## config.mk

```make
export PLATFORM = sky130hd
export DESIGN_NAME = jtag_scan_ctrl
export DESIGN_NICKNAME = d
export VERILOG_FILES = /design/src/rtl/jtag_scan_pkg.sv /design/src/rtl/jtag_tck_gen.sv /design/src/rtl/jtag_scan_ctrl.sv
export SDC_FILE = /design/constraint.sdc
export NUM_CORES = 1
export LEC_CHECK = 0
export BUFFER_PORTS_ARGS = -buffer_cell sky130_fd_sc_hd__buf_4
export CORE_UTILIZATION = 43
export CTS_CLUSTER_DIAMETER = 80
export CTS_CLUSTER_SIZE = 12
export DETAILED_ROUTE_END_ITERATION = 12
export PLACE_DENSITY_LB_ADDON = 0.08
export SYNTH_ARGS = -nofsm -noshare
export SYNTH_HDL_FRONTEND = slang
export SYNTH_SLANG_ARGS = --single-unit
```

## constraint.sdc

```tcl
create_clock -name clk_in -period 9.2 [get_ports clk_in]
set_clock_uncertainty 0.05 [all_clocks]
set_input_delay 0.92 -clock clk_in [delete_from_list [all_inputs] [get_ports clk_in]]
set_output_delay 0.92 -clock clk_in [all_outputs]
set_load 0.05 [all_outputs]
```

## src/rtl/jtag_scan_pkg.sv

```systemverilog
// Shared types, sequence constants and TMS/TDI pattern helpers for the JTAG scan controller.
package jtag_scan_pkg;

    typedef enum logic [1:0] {
        OP_TAP_RESET   = 2'd0,
        OP_IR_SCAN     = 2'd1,
        OP_DR_SCAN     = 2'd2,
        OP_IDLE_CYCLES = 2'd3
    } cmd_op_e;

    typedef enum logic [2:0] {
        ST_IDLE,
        ST_PRE,
        ST_SHIFT,
        ST_POST,
        ST_RESP
    } state_e;

    localparam int MAX_LEN   = 32;
    localparam int PRE_IR    = 4;
    localparam int PRE_DR    = 3;
    localparam int POST      = 2;
    localparam int RESET_LEN = 6;

    function automatic logic [5:0] clamp_len(input logic [5:0] len);
        if (len == 6'd0)
            return 6'd1;
        if (len > 6'(MAX_LEN))
            return 6'(MAX_LEN);
        return len;
    endfunction

    function automatic logic [5:0] pre_len(input cmd_op_e op);
        case (op)
            OP_TAP_RESET: return 6'(RESET_LEN);
            OP_IR_SCAN:   return 6'(PRE_IR);
            default:      return 6'(PRE_DR);
        endcase
    endfunction

    // TMS values of the PRE segment, bit k driven during TCK cycle k.
    function automatic logic [7:0] pre_tms(input cmd_op_e op);
        case (op)
            OP_TAP_RESET: return 8'b0001_1111;
            OP_IR_SCAN:   return 8'b0000_0011;
            default:      return 8'b0000_0001;
        endcase
    endfunction

    // {tms, tdi} to present during bit idx of segment st.
    function automatic logic [1:0] pin_bits(input state_e st, input cmd_op_e op, input logic [5:0] idx,
                                            input logic [5:0] len, input logic [31:0] data);
        logic       tms;
        logic       tdi;
        logic [7:0] pat;
        tms = 1'b0;
        tdi = 1'b0;
        pat = pre_tms(op);
        case (st)
            ST_PRE:   tms = pat[idx[2:0]];
            ST_SHIFT: begin
                if (op != OP_IDLE_CYCLES) begin
                    tms = (idx == len - 6'd1);
                    tdi = data[idx[4:0]];
                end
            end
            ST_POST:  tms = (idx == 6'd0);
            default:  ;
        endcase
        return {tms, tdi};
    endfunction

endpackage

```

## src/rtl/jtag_tck_gen.sv

```systemverilog
// TCK divider: each TCK phase lasts CLK_DIV clk_in cycles; TCK is held low while disabled.
module jtag_tck_gen #(
    parameter int CLK_DIV = 4
) (
    input  logic clk_in,
    input  logic reset,
    input  logic enable,
    output logic tck,
    output logic rise_pulse,
    output logic fall_pulse
);

    localparam int CW = (CLK_DIV > 1) ? $clog2(CLK_DIV) : 1;

    logic [CW-1:0] div_cnt;
    logic          phase_end;

    // NOTE: pulses are high in the cycle before tck toggles, so users act on the same clk_in edge as the TCK edge.
    assign phase_end  = enable && (div_cnt == CW'(CLK_DIV - 1));
    assign rise_pulse = phase_end && !tck;
    assign fall_pulse = phase_end && tck;

    // NOTE: state registers use non-blocking assignments so every flop samples pre-edge values.
    always_ff @(posedge clk_in or posedge reset) begin
        if (reset) begin
            div_cnt <= '0;
            tck     <= 1'b0;
        end else if (!enable) begin
            div_cnt <= '0;
            tck     <= 1'b0;
        end else if (phase_end) begin
            div_cnt <= '0;
            tck     <= ~tck;
        end else begin
            div_cnt <= div_cnt + CW'(1);
        end
    end

endmodule

```

## src/rtl/jtag_scan_ctrl.sv

```systemverilog
// JTAG scan controller: command/response channels driving TAP_RESET, IR/DR scans and idle cycles.
// Optional macro JTAG_SCAN_CTRL_TRST_EN adds a TRST pulse to TAP_RESET.
module jtag_scan_ctrl
    import jtag_scan_pkg::*;
#(
    parameter int CLK_DIV = 4
) (
    input  logic        clk_in,
    input  logic        reset,
    input  logic        cmd_valid,
    output logic        cmd_ready,
    input  logic [1:0]  cmd_op,
    input  logic [5:0]  cmd_len,
    input  logic [31:0] cmd_data,
    output logic        rsp_valid,
    input  logic        rsp_ready,
    output logic [31:0] rsp_data,
    output logic        rsp_err,
    output logic        jtag_tck,
    output logic        jtag_tms,
    output logic        jtag_tdi,
    output logic        jtag_trst,
    input  logic        jtag_tdo,
    output logic        busy
);

    state_e      state_q, state_d;
    cmd_op_e     op_q;
    cmd_op_e     cmd_op_in;
    logic [5:0]  len_q;
    logic [5:0]  len_eff;
    logic [31:0] data_q;
    logic [5:0]  bit_cnt;
    logic [5:0]  next_idx;
    logic [5:0]  seg_len;
    logic [31:0] cap_q;
    logic        tap_synced;
    logic        tck_en, tck_rise, tck_fall;
    logic        cmd_fire, seg_last, seg_done;

    assign cmd_op_in = cmd_op_e'(cmd_op);
    assign len_eff   = clamp_len(cmd_len);
    assign cmd_fire  = cmd_valid && cmd_ready;

    jtag_tck_gen #(
        .CLK_DIV(CLK_DIV)
    ) u_tck_gen (
        .clk_in    (clk_in),
        .reset     (reset),
        .enable    (tck_en),
        .tck       (jtag_tck),
        .rise_pulse(tck_rise),
        .fall_pulse(tck_fall)
    );

    always_comb begin
        seg_len = 6'd1;
        case (state_q)
            ST_PRE:   seg_len = pre_len(op_q);
            ST_SHIFT: seg_len = len_q;
            ST_POST:  seg_len = 6'(POST);
            default:  ;
        endcase
        seg_last = (bit_cnt == seg_len - 6'd1);
        seg_done = tck_fall && seg_last;
        next_idx = seg_last ? 6'd0 : bit_cnt + 6'd1;
    end

    always_ff @(posedge clk_in or posedge reset) begin
        if (reset)
            state_q <= ST_IDLE;
        else
            state_q <= state_d;
    end

    // NOTE: every output of this block gets a default first, so no path can infer a latch.
    always_comb begin
        state_d   = state_q;
        cmd_ready = 1'b0;
        rsp_valid = 1'b0;
        tck_en    = 1'b0;
        busy      = (state_q != ST_IDLE);
        unique case (state_q)
            ST_IDLE: begin
                // Held low during reset so nothing is accepted before the first post-reset cycle.
                cmd_ready = !reset;
                if (cmd_valid) begin
                    if (cmd_op_in == OP_TAP_RESET)
                        state_d = ST_PRE;
                    else if (!tap_synced)
                        state_d = ST_RESP;
                    else if (cmd_op_in == OP_IDLE_CYCLES)
                        state_d = ST_SHIFT;
                    else
                        state_d = ST_PRE;
                end
            end
            ST_PRE: begin
                tck_en = 1'b1;
                if (seg_done)
                    state_d = (op_q == OP_TAP_RESET) ? ST_RESP : ST_SHIFT;
            end
            ST_SHIFT: begin
                tck_en = 1'b1;
                if (seg_done)
                    state_d = (op_q == OP_IDLE_CYCLES) ? ST_RESP : ST_POST;
            end
            ST_POST: begin
                tck_en = 1'b1;
                if (seg_done)
                    state_d = ST_RESP;
            end
            ST_RESP: begin
                rsp_valid = 1'b1;
                if (rsp_ready)
                    state_d = ST_IDLE;
            end
            default: state_d = ST_IDLE;
        endcase
    end

    // NOTE: command/data registers are reset as well, so rsp_data is defined straight out of reset.
    always_ff @(posedge clk_in or posedge reset) begin
        if (reset) begin
            op_q       <= OP_TAP_RESET;
            len_q      <= 6'd1;
            data_q     <= '0;
            bit_cnt    <= '0;
            cap_q      <= '0;
            tap_synced <= 1'b0;
            jtag_tms   <= 1'b1;
            jtag_tdi   <= 1'b0;
            rsp_data   <= '0;
            rsp_err    <= 1'b0;
        end else begin
            if (cmd_fire) begin
                op_q     <= cmd_op_in;
                len_q    <= len_eff;
                data_q   <= cmd_data;
                bit_cnt  <= '0;
                cap_q    <= '0;
                rsp_data <= '0;
                // Only an unsynced scan jumps straight to RESP; pins stay untouched then.
                rsp_err  <= (state_d == ST_RESP);
                if (state_d != ST_RESP)
                    {jtag_tms, jtag_tdi} <= pin_bits(state_d, cmd_op_in, 6'd0, len_eff, cmd_data);
            end
            if (tck_rise && state_q == ST_SHIFT && op_q != OP_IDLE_CYCLES)
                cap_q[bit_cnt[4:0]] <= jtag_tdo;
            if (tck_fall) begin
                bit_cnt              <= next_idx;
                {jtag_tms, jtag_tdi} <= pin_bits(state_d, op_q, next_idx, len_q, data_q);
            end
            if (seg_done && state_d == ST_RESP) begin
                rsp_data <= (op_q == OP_IR_SCAN || op_q == OP_DR_SCAN) ? cap_q : '0;
                if (op_q == OP_TAP_RESET)
                    tap_synced <= 1'b1;
            end
        end
    end

`ifdef JTAG_SCAN_CTRL_TRST_EN
    logic trst_q;

    // TRST low for the first two TCK cycles of TAP_RESET, released as the third low phase starts.
    always_ff @(posedge clk_in or posedge reset) begin
        if (reset)
            trst_q <= 1'b1;
        else if (cmd_fire && cmd_op_in == OP_TAP_RESET)
            trst_q <= 1'b0;
        else if (tck_fall && state_q == ST_PRE && op_q == OP_TAP_RESET && bit_cnt == 6'd1)
            trst_q <= 1'b1;
    end

    assign jtag_trst = trst_q;
`else
    assign jtag_trst = 1'b1;
`endif

endmodule

```

=== Word-level counts from Yosys, hierarchy flattened ===
Index checks and enable logic that the tools add are counted.

* Bits in registers: 120
* Output and inout port bits: 40

* Add/subtract/negate cells: 5
* Magnitude comparators: 5
* Equal/unequal tests: 19
* Mux-type cells: 58
* Bitwise operators: 1
* Reductions and logical operators: 25

{| class="wikitable"
|+ Operators with widths
! kind !! number
|-
| two-way mux 32 bit || 5
|-
| two-way mux 6 bit || 7
|-
| bitwise mux 32 bit || 1
|-
| two-way mux 3 bit || 9
|-
| two-way mux 1 bit || 23
|-
| logical NOT 6 bit || 3
|-
| one-hot mux 6 bit (3 select lines) || 1
|-
| subtractor 6 x 1 -> 6 bit, second input constant || 3
|-
| one-hot mux 3 bit (5 select lines) || 1
|-
| == test 3 x 2 -> 1 bit, second input constant || 4
|-
| == test 6 bit || 2
|-
| < comparator 5 x 6 -> 1 bit, second input constant || 2
|-
| one-hot mux 5 bit (2 select lines) || 1
|-
| logical AND 1 bit || 9
|-
| == test 2 bit, second input constant || 4
|-
| two-way mux 8 bit || 1
|-
| adder 6 x 1 -> 6 bit, second input constant || 1
|-
| == test 3 x 1 -> 1 bit, second input constant || 2
|-
| == test 3 bit, second input constant || 2
|-
| greater-than comparator 6 bit, second input constant || 1
|-
| two-way mux 2 bit || 3
|-
| != test 2 bit, second input constant || 3
|-
| one-hot mux 1 bit (3 select lines) || 2
|-
| one-hot mux 3 bit (2 select lines) || 1
|-
| 17 further kinds || 22
|}

=== Longest topological paths before layout ===
Gate-level depths: netlist of the first run.

* Depth after elaboration: 13
* Gate-level depth with buffers: 16
* Mapped depth without buffers: 14

=== Modules after synthesis ===
A second synthesis of the first run with hierarchy kept.

* Cells, all modules: 674
* Area total of the unflattened synthesis: 6173.4 um2

{| class="wikitable"
|+ By module, submodules not included
! module !! instances !! cells an instance !! area an instance (um2) !! sequential area each (um2)
|-
| jtag_scan_ctrl || 1 || 662 || 6034.5 || 2930.3
|-
| jtag_tck_gen || 1 || 12 || 138.9 || 75.1
|}

=== Worst setup path before layout of the first run ===
OpenSTA, ideal clock, no wires.

* Kind: input -> register
* Start point: in reset
* End point: reg len_q[0]
* Setup time: 79 ps
* Arrival: 4751 ps
* Data required time: 9071 ps
* Slack: 4320 ps
* Stages: 4
* Cells stage by stage: inv_1 > nand3_1 > or3_1 > o21ai_0

* Longest elaborated chain between the ends: 3

{| class="wikitable"
|+ RTL lines
! element !! RTL line !! RTL
|-
| start, declared || jtag_scan_ctrl.sv:9 || <nowiki>input logic reset,</nowiki>
|-
| logical NOT 1 bit (no source line) || -- ||
|-
| two-way mux 1 bit || jtag_scan_ctrl.sv:83 || <nowiki>unique case (state_q)</nowiki>
|-
| logical AND 1 bit || jtag_scan_ctrl.sv:43 || <nowiki>assign cmd_fire = cmd_valid && cmd_ready;</nowiki>
|-
| end signal, assigned || jtag_scan_ctrl.sv:138 || <nowiki>len_q <= len_eff;</nowiki>
|-
| end, declared || jtag_scan_ctrl.sv:30 || <nowiki>logic [5:0] len_q;</nowiki>
|}

Every way passes these cells.
A chain may end at the register's enable or synchronous reset.

=== Worst setup path in the final report of the first run ===
* Start point: reg op_q[0]
* End point: reg rsp_data[13]

* Longest elaborated chain between the ends: 11
* Elaborated cells between the ends (all ways): 21
* Classes of those cells: add/sub: 1; eq/ne: 5; mux: 10; reduce/logical: 5

{| class="wikitable"
|+ RTL lines
! element !! RTL line !! RTL
|-
| start, declared || jtag_scan_ctrl.sv:28 || <nowiki>cmd_op_e op_q;</nowiki>
|-
| start signal, assigned || jtag_scan_ctrl.sv:137 || <nowiki>op_q <= cmd_op_in;</nowiki>
|-
| == test 2 x 1 -> 1 bit or logical NOT 2 bit (tied branches) || jtag_scan_pkg.sv:34, jtag_scan_ctrl.sv:155, jtag_scan_ctrl.sv:101 ||
|-
| one-hot mux 3 bit (2 select lines) || jtag_scan_pkg.sv:34 || <nowiki>case (op)</nowiki>
|-
| one-hot mux 6 bit (3 select lines) || jtag_scan_ctrl.sv:58 || <nowiki>case (state_q)</nowiki>
|-
| subtractor 6 x 1 -> 6 bit || jtag_scan_ctrl.sv:64 || <nowiki>seg_last = (bit_cnt == seg_len - 6'd1);</nowiki>
|-
| == test 6 bit || jtag_scan_ctrl.sv:64 ||
|-
| logical AND 1 bit || jtag_scan_ctrl.sv:65 || <nowiki>seg_done = tck_fall && seg_last;</nowiki>
|-
| two-way mux 3 bit (on tied branches) || jtag_scan_ctrl.sv:110, jtag_scan_ctrl.sv:100, jtag_scan_ctrl.sv:105 ||
|-
| one-hot mux 3 bit (5 select lines) || jtag_scan_ctrl.sv:83 ||
|-
| == test 3 bit || jtag_scan_ctrl.sv:154 || <nowiki>if (seg_done && state_d == ST_RESP) begin</nowiki>
|-
| logical AND 1 bit || jtag_scan_ctrl.sv:154 ||
|-
| two-way mux 32 bit or nonzero test 2 bit (tied branches) || -- ||
|-
| end signal, assigned || jtag_scan_ctrl.sv:155 || <nowiki>rsp_data <= (op_q == OP_IR_SCAN || op_q == OP_DR_SCAN) ? cap_q : '0;</nowiki>
|-
| end, declared || jtag_scan_ctrl.sv:17 || <nowiki>output logic [31:0] rsp_data,</nowiki>
|}

Parallel ways exist; a longest one is shown, timed or not.

==> results of run 1 <==
-- critical path: cells and delay by family (launching register included) --
family,cells,cell delay (ns)
compound gates,4,0.88
flops,1,0.40
simple gates,7,1.95
fa+ha+maj,2,0.53
buf+inv,2,0.43
-- sequential cells by signal, summed over array words and instances, names as in the netlist, 2 cells and up --
register / flops
data_q: 32
cap_q: 32
op_q: 2
u_tck_gen.div_cnt: 2
state_q: 3
bit_cnt: 6
len_q: 6
rsp_data: 32
-- where the power goes --
part	switching (W)	leakage, nW	internal, W	total [W]
logic	0.000362	1.71	0.000224	0.000586
clock network	0.000229	0.267	0.000374	0.000603
registers	0.0000926	1.61	0.000627	0.000720
total	0.000683	3.58	0.00122	0.00191
-- worst max path at each step --
stage | from | endpoint
floorplan | reset | len_q[0]
global placement | op_q[1] | rsp_data[7]
detailed placement | op_q[0] | rsp_data[13]
CTS | op_q[0] | rsp_data[13]
global route | op_q[0] | rsp_data[13]
finish | op_q[0] | rsp_data[13]
-- per-layer routing --
metal / GRT usage / part of all wire
met5: 0 / 0
met2: 0.332 / 0.44
met4: 0.0755 / 0.015
met1: 0.331 / 0.49
met3: 0.0516 / 0.050
-- cell type report --
type / count / area (um^2)
inverter: 11 / 43.8
sequential: 120 / 3010
tap: 180 / 225
clock buffer: 22 / 454
multi-input combinational: 505 / 3010
timing repair buffer: 88 / 661
clock inverter: 9 / 77.6
fill: 1308 / 6570
-- Yosys cell counts, types with 5 or more instances --
| master | number | area (um^2) |
|---|---|---|
| nor2_1 | 26 | 97.6 |
| or3_1 | 7 | 43.8 |
| o211ai_1 | 14 | 105 |
| a22o_1 | 32 | 280 |
| ha_1 | 12 | 150 |
| nor3_1 | 11 | 55.1 |
| clkbuf_1 | 35 | 131 |
| and2_1 | 7 | 43.8 |
| mux2i_1 | 5 | 50.1 |
| dfrtp_1 | 118 | 2950 |
| xnor2_1 | 12 | 105 |
| o21ai_0 | 23 | 115 |
| nand3_1 | 63 | 315 |
| nor3b_1 | 5 | 37.5 |
| mux4_2 | 5 | 113 |
| inv_1 | 9 | 33.8 |
| nand2_1 | 190 | 713 |
| nand2b_1 | 7 | 43.8 |
| a31oi_1 | 6 | 37.5 |
-- per-stage QoR --
| step | hold WS, ns | utilization |
|---|---|---|
| 2_1_floorplan | 0.364 | - |
| 3_3_place_gp | 0.386 | 0.494 |
| 3_5_place_dp | 0.387 | 0.494 |
| 4_1_cts | 0.394 | 0.532 |
| 5_1_grt | 0.411 | 0.532 |
| 6_report | 0.388 | 0.532 |
-- kinds of logic (layout without fill, tap and decap cells) --
logic type | after synthesis | in the layout
simple gates | 348 | 348
fa+ha+maj | 13 | 13
other cells | 1 | 1
flops | 120 | 120
buf+inv | 58 | 130
compound gates | 117 | 117
xor+xnor | 16 | 16
mux | 10 | 10
==> metrics, run 1 <==
Unique masters post-synth 80; mux cell area share after synthesis 0.0259; I/O pin total between 80 and 90; Post-synth EDFFs 0; Final Max Tran Viols 0; vias 5,179; Setup Slack @ Placement between 4 and 5 ns; vertical die dimension 123 um; Clock transition at path regs about 0.05 ns; Synth Area in XOR/XNOR 0.0223; GRT overflow 0; startpoint type of the worst setup path register; Layout area overhead 19.1%; outcome finished clean; Placement Cell Area ~0.0069 mm^2; Mapped Area 0.00627 mm^2; starting density of the core 0.447; WL per Instance 16.8 um; actual slew at the worst max-slew pin approximately 1.2 ns; clock sink total between 100 and 150; Simple-Gate Fraction of Synth Area 0.259; Arr. time, crit path 4.63 ns; Post-CTS Setup Repair Bufs 0; post-cts sizing count 0; CP cell instances inv_1 -> ha_1 -> o21ai_1 -> a21boi_1 -> nor2_1 -> ha_1 -> or3b_1 -> o211ai_2 -> and3_2 -> nor4_2 -> nand3_1 -> nor2_1 -> and2_1 -> buf_4 -> a22o_1; Final Hold Vio Count 0; Finished Cell Area 0.00747 mm^2; Final Cycle Share 0.471; static leakage about 3.6 nW; hold_buf cts 0; 1st-iter DRT viols 376; most common cell after layout, fill and taps aside nand2_1; H-Tree Depth 4; first-pass GRT wire length approximately 26,000 um; prevailing post-synth register cell dfrtp_1; CP max stage delay around 0.47 ns; Root Driver clkbuf_16; R2R depth 15; largest family of logic cells by synthesized area simple AND/OR/NAND/NOR gates; port buffer count 83; Post-Place Cells roughly 900; Avg Inst Size Synth roughly 9.2 um^2; Die Area 0.0151 mm^2; Pre-Repair DR Iteration Count 5; sum of negative setup slack 0 ns; crit path capture type register; most frequent cells in the layout nand2_1 (190), dfrtp_1 (118), buf_4 (88), nand3_1 (62), a22o_1 (32); clock latency on the worst-skew pair between 0.4 and 0.5 ns; critical path's slowest cell nand3_1; antenna viol nets, final 0; fmax ~0.23 GHz; Gate Count Post-Synth 683; Post-Layout Cell Count around 940; FF-to-FF setup slack about 4.9 ns; Remaining DRCs 0; area of the core between 0.01 and 0.015 mm^2; RSZ-0062 raised after global routing false; ant diodes 0; Crit path required time roughly 9.5 ns; drt via density around 5.5; initial antenna violation count 0; hpwl dp roughly 10,000 um; Rows between 40 and 50; vias in the first global route roughly 5,000; Worst Hold Path EP u_tck_gen.div_cnt[0]; maxcap violations 0; post-layout min period around 4.3 ns; Worst Setup Path Type reg -> reg; Worst R2R End rsp_data[13]; Hold Path Stages 1; Layout Nets 800; min-delay src u_tck_gen.div_cnt[0]; gpl congestion roughly 0.86; Num CTS Buffers 17; Crit Path Max Fanout 32; layout cells sized above 1 0.193; worst relative slew slack 0.231; Synth Area in Adders 0.0255; worst reg2reg path startpoint op_q[0]; largest net degree at the start of global routing 73; post-route setup slack about 5 ns; yosys warns 0; die width 123 um; ys async rst share 1.00; syn_nets 740; Setup-failing EPs final 0; compound-gate portion of the synthesized area 0.143; #FFs+latches synth 120; power consumption approximately 0.0019 W; GRT Util Overall 0.227; sequential share of the synthesized area 0.479; Hold WC Path Type reg -> reg; TritonCTS clock tree built; clk buf depth 2; Cell Pwr Density between 200 and 300 mW/mm^2; Worst IR Drop VDD approximately 0.14 mV; total wire length between 15,000 and 20,000 um
Note: power is estimated with default switching activity, not from simulation.
==> inputs of run 2 (changes only) <==
clock period = 3.75 ns   (was 9.2 ns; I/O delays follow)
==> metrics, run 2 (synthesis gave the netlist of run 1 again) <==
Clock transition at path regs about 0.06 ns; Cell Pwr Density roughly 640 mW/mm^2; Arr. time, crit path between 3 and 4 ns; H-Tree Depth 4; hold_buf cts 0; Layout area overhead 24.5%; critical path's slowest cell or4_4; largest net degree at the start of global routing 79; GRT overflow 0; vias between 5,000 and 6,000; RSZ-0062 raised after global routing false; antenna viol nets, final 0; fmax 0.282 GHz; Final Max Tran Viols 0; startpoint type of the worst setup path register; Final Hold Vio Count 0; die width roughly 120 um; WL per Instance between 15 and 20 um; Final Cycle Share 0.947; total wire length 16,100 um; Post-Place Cells between 900 and 1,000; Worst IR Drop VDD ~0.35 mV; clk buf depth 2; Crit Path Max Fanout 4; most frequent cells in the layout nand2_1 (190), dfrtp_1 (117), buf_4 (115), nand3_1 (62), a22o_1 (32); min-delay src cmd_data[31]; Post-Layout Cell Count a little under 1,000; sum of negative setup slack 0 ns; first-pass GRT wire length 27,000 um; Hold Path Stages 3; CP max stage delay 0.60 ns; Num CTS Buffers 17; Rows 43; hpwl dp 11,000 um; CP cell instances inv_2 -> ha_4 -> o21ai_2 -> a21boi_2 -> nor2_1 -> ha_2 -> or3b_4 -> o211ai_2 -> a211oi_2 -> or4_4 -> nor4_4 -> mux2i_2 -> a31oi_1 -> o32ai_2; crit path capture type register; ant diodes 0; clock sink total 120; worst relative slew slack 0.308; outcome finished clean; static leakage between 3 and 4 nW; Setup Slack @ Placement 0.0322 ns; starting density of the core 0.447; post-route setup slack 0.200 ns; Hold WC Path Type in -> reg; clock latency on the worst-skew pair around 0.42 ns; Remaining DRCs 0; Root Driver clkbuf_16; 1st-iter DRT viols approximately 400; area of the core between 0.01 and 0.015 mm^2; actual slew at the worst max-slew pin 1.04 ns; Crit path required time 4.03 ns; Pre-Repair DR Iteration Count 5; vertical die dimension ~120 um; Die Area 0.0151 mm^2; drt via density roughly 5.5; R2R depth 14; gpl congestion slightly below 0.9; maxcap violations 0; post-layout min period roughly 3.6 ns; Crit. Startpoint op_q[0]; Worst Setup Path Type reg -> reg; TritonCTS clock tree built; Layout Nets between 800 and 900; vias in the first global route just over 5,000; layout cells sized above 1 0.242; GRT Util Overall 0.235; initial antenna violation count 0; worst reg2reg path startpoint op_q[0]; Setup-failing EPs final 0; port buffer count 83; biggest regs cap_q (32), data_q (32), rsp_data (32); I/O pin total 85; most common cell after layout, fill and taps aside nand2_1
==> run 2: cell types whose count changed in the layout (fill, tap and decap cells not counted), moves of 3 or more <==
cell,delta
buf_4,+27
clkinvlp_4,+5
clkbuf_1,-3
ha_1,-3
==> run 2: area by class of cell <==
class	instances	area, um^2
tap	180	225
clock inverter	12	128
timing repair buffer	117	903
inverter	11	45.0
clock buffer	19	443
sequential	120	3010
multi-input combinational	505	3060
fill	1266	6230
==> run 2: timing repair <==
action	CTS	global route
pin swaps	3	12
cloned	0	0
setup buffers	3	4
endpoints found under the setup margin	1	2
resized for setup	2	12
==> run 2: worst paths after layout <==
kind	to	slack [ns]
setup / recovery	jtag_tms	0.20
hold / removal	data_q[31]	0.09
setup reg to reg	jtag_tms	0.20
hold reg to reg	u_tck_gen.div_cnt[0]	0.39
max in group asynchronous	cap_q[8]	2.15
min in group asynchronous	state_q[0]	0.10
==> run 2: critical path: cells and delay by family (launching register included) <==
kind	cells	cell delay [ns]
AOI/OAI and AO/OA	6	0.79
adders and majority gates	2	0.34
buffers and inverters	1	0.10
DFF	1	0.44
muxes	1	0.30
and+or+nand+nor	4	1.44
==> run 2: layer usage <==
layer / vias to the layer above / global-route usage / wire [um]
li1: 2569 / - / -
met1: 2597 / 0.339 / 7770
met2: 156 / 0.346 / 7320
met3: 20 / 0.0516 / 761
met4: 0 / 0.0823 / 273
met5: - / 0 / 0
==> run 2: per-stage QoR <==
stage | utilization | hold WS, ns | area [um^2] | total power, W
2_1_floorplan | - | 0.364 | 6280 | 0.00289
3_3_place_gp | 0.508 | 0.393 | 7130 | 0.00330
3_5_place_dp | 0.508 | 0.394 | 7130 | 0.00333
4_1_cts | 0.551 | 0.0769 | 7730 | 0.00495
5_1_grt | 0.556 | 0.0976 | 7810 | 0.00527
6_report | 0.556 | 0.0901 | 7810 | 0.00498
==> run 2: report_power, final <==
group | internal (W) | total [W] | switching, W
combinational | 0.000686 | 0.00165 | 0.000966
sequential | 0.00154 | 0.00175 | 0.000210
clock | 0.000986 | 0.00158 | 0.000592
total | 0.00321 | 0.00498 | 0.00177
==> inputs of run 3 (changes only) <==
GPL_TIMING_DRIVEN = 0   (was unset)
==> metrics, run 3 (synthesis gave the netlist of run 1 again) <==
outcome finished clean; largest net degree at the start of global routing between 40 and 50; Clock transition at path regs roughly 0.060 ns; Cell Pwr Density about 650 mW/mm^2; Layout area overhead 27.3%; Remaining DRCs 0; Crit Path Max Fanout 4; H-Tree Depth 4; port buffer count 83; Sw Pwr 0.00188 W; actual slew at the worst max-slew pin between 1 and 1.5 ns; drt via density approximately 5.6; Rows 43; biggest regs cap_q (32), data_q (32), rsp_data (32); vias in the first global route between 5,000 and 6,000; vertical die dimension about 120 um; fillers between 1,000 and 1,500; post-layout min period 3.62 ns; Worst IR Drop VDD approximately 0.32 mV; starting density of the core 0.447; Setup Slack @ Placement -0.630 ns; clk buf depth 2; initial antenna violation count 0; layout cells sized above 1 0.236; Num CTS Buffers 17; Die Area about 0.015 mm^2; Worst R2R End jtag_tms; Post-Layout Cell Count between 900 and 1,000; most frequent cells in the layout nand2_1 (190), dfrtp_1 (116), buf_4 (96), nand3_1 (62), a22o_1 (32); post-route setup slack about 0.13 ns; clock latency on the worst-skew pair 0.42 ns; FF-to-FF setup slack around 0.13 ns; Crit. Startpoint op_q[1]; CP max stage delay between 0.6 and 0.7 ns; crit path capture type register; vias 5,513; Clk network pwr share 0.310; Final Hold Vio Count 0; Hold WC Path Type in -> reg; power consumption roughly 0.0052 W; most common cell after layout, fill and taps aside nand2_1; ant diodes 0; cell internal pwr about 0.0033 W; static leakage ~3.8 nW; Sw Ratio 0.362; Crit path required time slightly above 4 ns; maxcap violations 0; I/O pin total 85; Arr. time, crit path around 3.9 ns; worst reg2reg path startpoint op_q[1]; 1st-iter DRT viols about 450; Final Cycle Share 0.966; Worst path depth 14; hpwl dp 12,100 um; Bufs and invs on worst path 1; total wire length 17,100 um; GRT overflow 0; GRT Util Overall 0.247; Final Max Tran Viols 0; CP cell instances inv_2 -> ha_4 -> o21ai_4 -> a21boi_4 -> nor2_1 -> ha_2 -> or3b_4 -> o211ai_4 -> a211oi_4 -> or4_4 -> nor4_4 -> mux2i_2 -> a31oi_1 -> o32ai_2; worst relative slew slack 0.296; clock sink total 120; Worst Setup EP jtag_tms; fmax between 0.2 and 0.3 GHz; critical path's slowest cell or4_4; Pre-Repair DR Iteration Count 5; Post-Place Cells 949; family with the most delay on the worst path simple AND/OR/NAND/NOR gates; Worst Setup Path Type reg -> reg; Root Driver clkbuf_16; TritonCTS clock tree built; first-pass GRT wire length approximately 28,000 um; Comb power frac 0.362; gpl congestion around 0.90; antenna viol nets, final 0; Reg power frac 0.328; area of the core approximately 0.014 mm^2; startpoint type of the worst setup path register; die width between 100 and 150 um; Layout Nets between 800 and 900; R2R depth 14; Placement Cell Area 0.00719 mm^2; Finished Cell Area between 0.007 and 0.008 mm^2; Setup-failing EPs final 0; WL per Instance around 17 um
[run 3: cell types whose count changed in the layout (fill, tap and decap cells not counted), sizes merged]
cell,change
clkinv,+3
clkbuf,+34
clkinvlp,-2
buf,-8
dlygate4sd3,+1
[run 3: layout make-up]
type                    instances  area [um^2]  area share
well taps                     180          225      0.0282
clock inverters                13          128      0.0160
inverters                      11         45.0     0.00564
plain buffers                  46          244      0.0305
repair buffers                 98          776      0.0971
clock buffers                  19          453      0.0567
multi-input cells             505         3110       0.389
flip-flops and latches        120         3010       0.377
[run 3: stage by stage]
| stage | setup TNS [ns] | util | hold slack, ns |
|---|---|---|---|
| after global placement | -94.30 | 0.507 | 0.381 |
| final | 0 | 0.569 | 0.0932 |
| after floorplan | 0 | - | 0.364 |
| after global routing | -0.0466 | 0.569 | 0.0903 |
| after CTS | 0 | 0.560 | 0.0805 |
| after detailed placement | -16.88 | 0.512 | 0.303 |
[run 3: worst min-delay path, cell delays in order]
cell and delay (ns):
buf_4 0.08, nand2_1 0.04, nand2_1 0.04
[run 3: power groups by stage]
stage               Combinational, W  Clock [W]  Sequential [W]
finish                       0.00188    0.00160         0.00170
global route                 0.00205    0.00169         0.00173
CTS                          0.00173    0.00163         0.00169
detailed placement           0.00165          0         0.00171
global placement             0.00162          0         0.00170
floorplan                    0.00117          0         0.00172
[run 3: how the worst min path moves through the flow]
stage                          from  slack, ns  cells past startpoint                    to
6_report               cmd_data[24]       0.09                      3            data_q[24]
5_1_grt                cmd_data[14]       0.09                      3            data_q[14]
4_1_cts                cmd_data[24]       0.08                      3            data_q[24]
3_5_place_dp                  reset       0.30                      2               op_q[0]
3_3_place_gp   u_tck_gen.div_cnt[0]       0.38                      1  u_tck_gen.div_cnt[0]
2_1_floorplan  u_tck_gen.div_cnt[0]       0.36                      1  u_tck_gen.div_cnt[0]
[run 3: metal layers]
| layer | up-vias | share of wire | track usage |
|---|---|---|---|
| li1 | 2631 | - | - |
| met5 | - | 0 | 0 |
| met1 | 2666 | 0.48 | 0.359 |
| met4 | 0 | 0.023 | 0.0922 |
| met2 | 180 | 0.44 | 0.359 |
| met3 | 36 | 0.058 | 0.0534 |
[run 3: what timing repair did]
action | 4_1_cts | 5_1_grt
hold buffers | 1 | 0
pin swaps | 7 | 12
endpoints found under the setup margin | 35 | 32
buffers inserted | 4 | 7
gates resized for setup | 18 | 24
endpoints found under the hold margin | 6 | 0
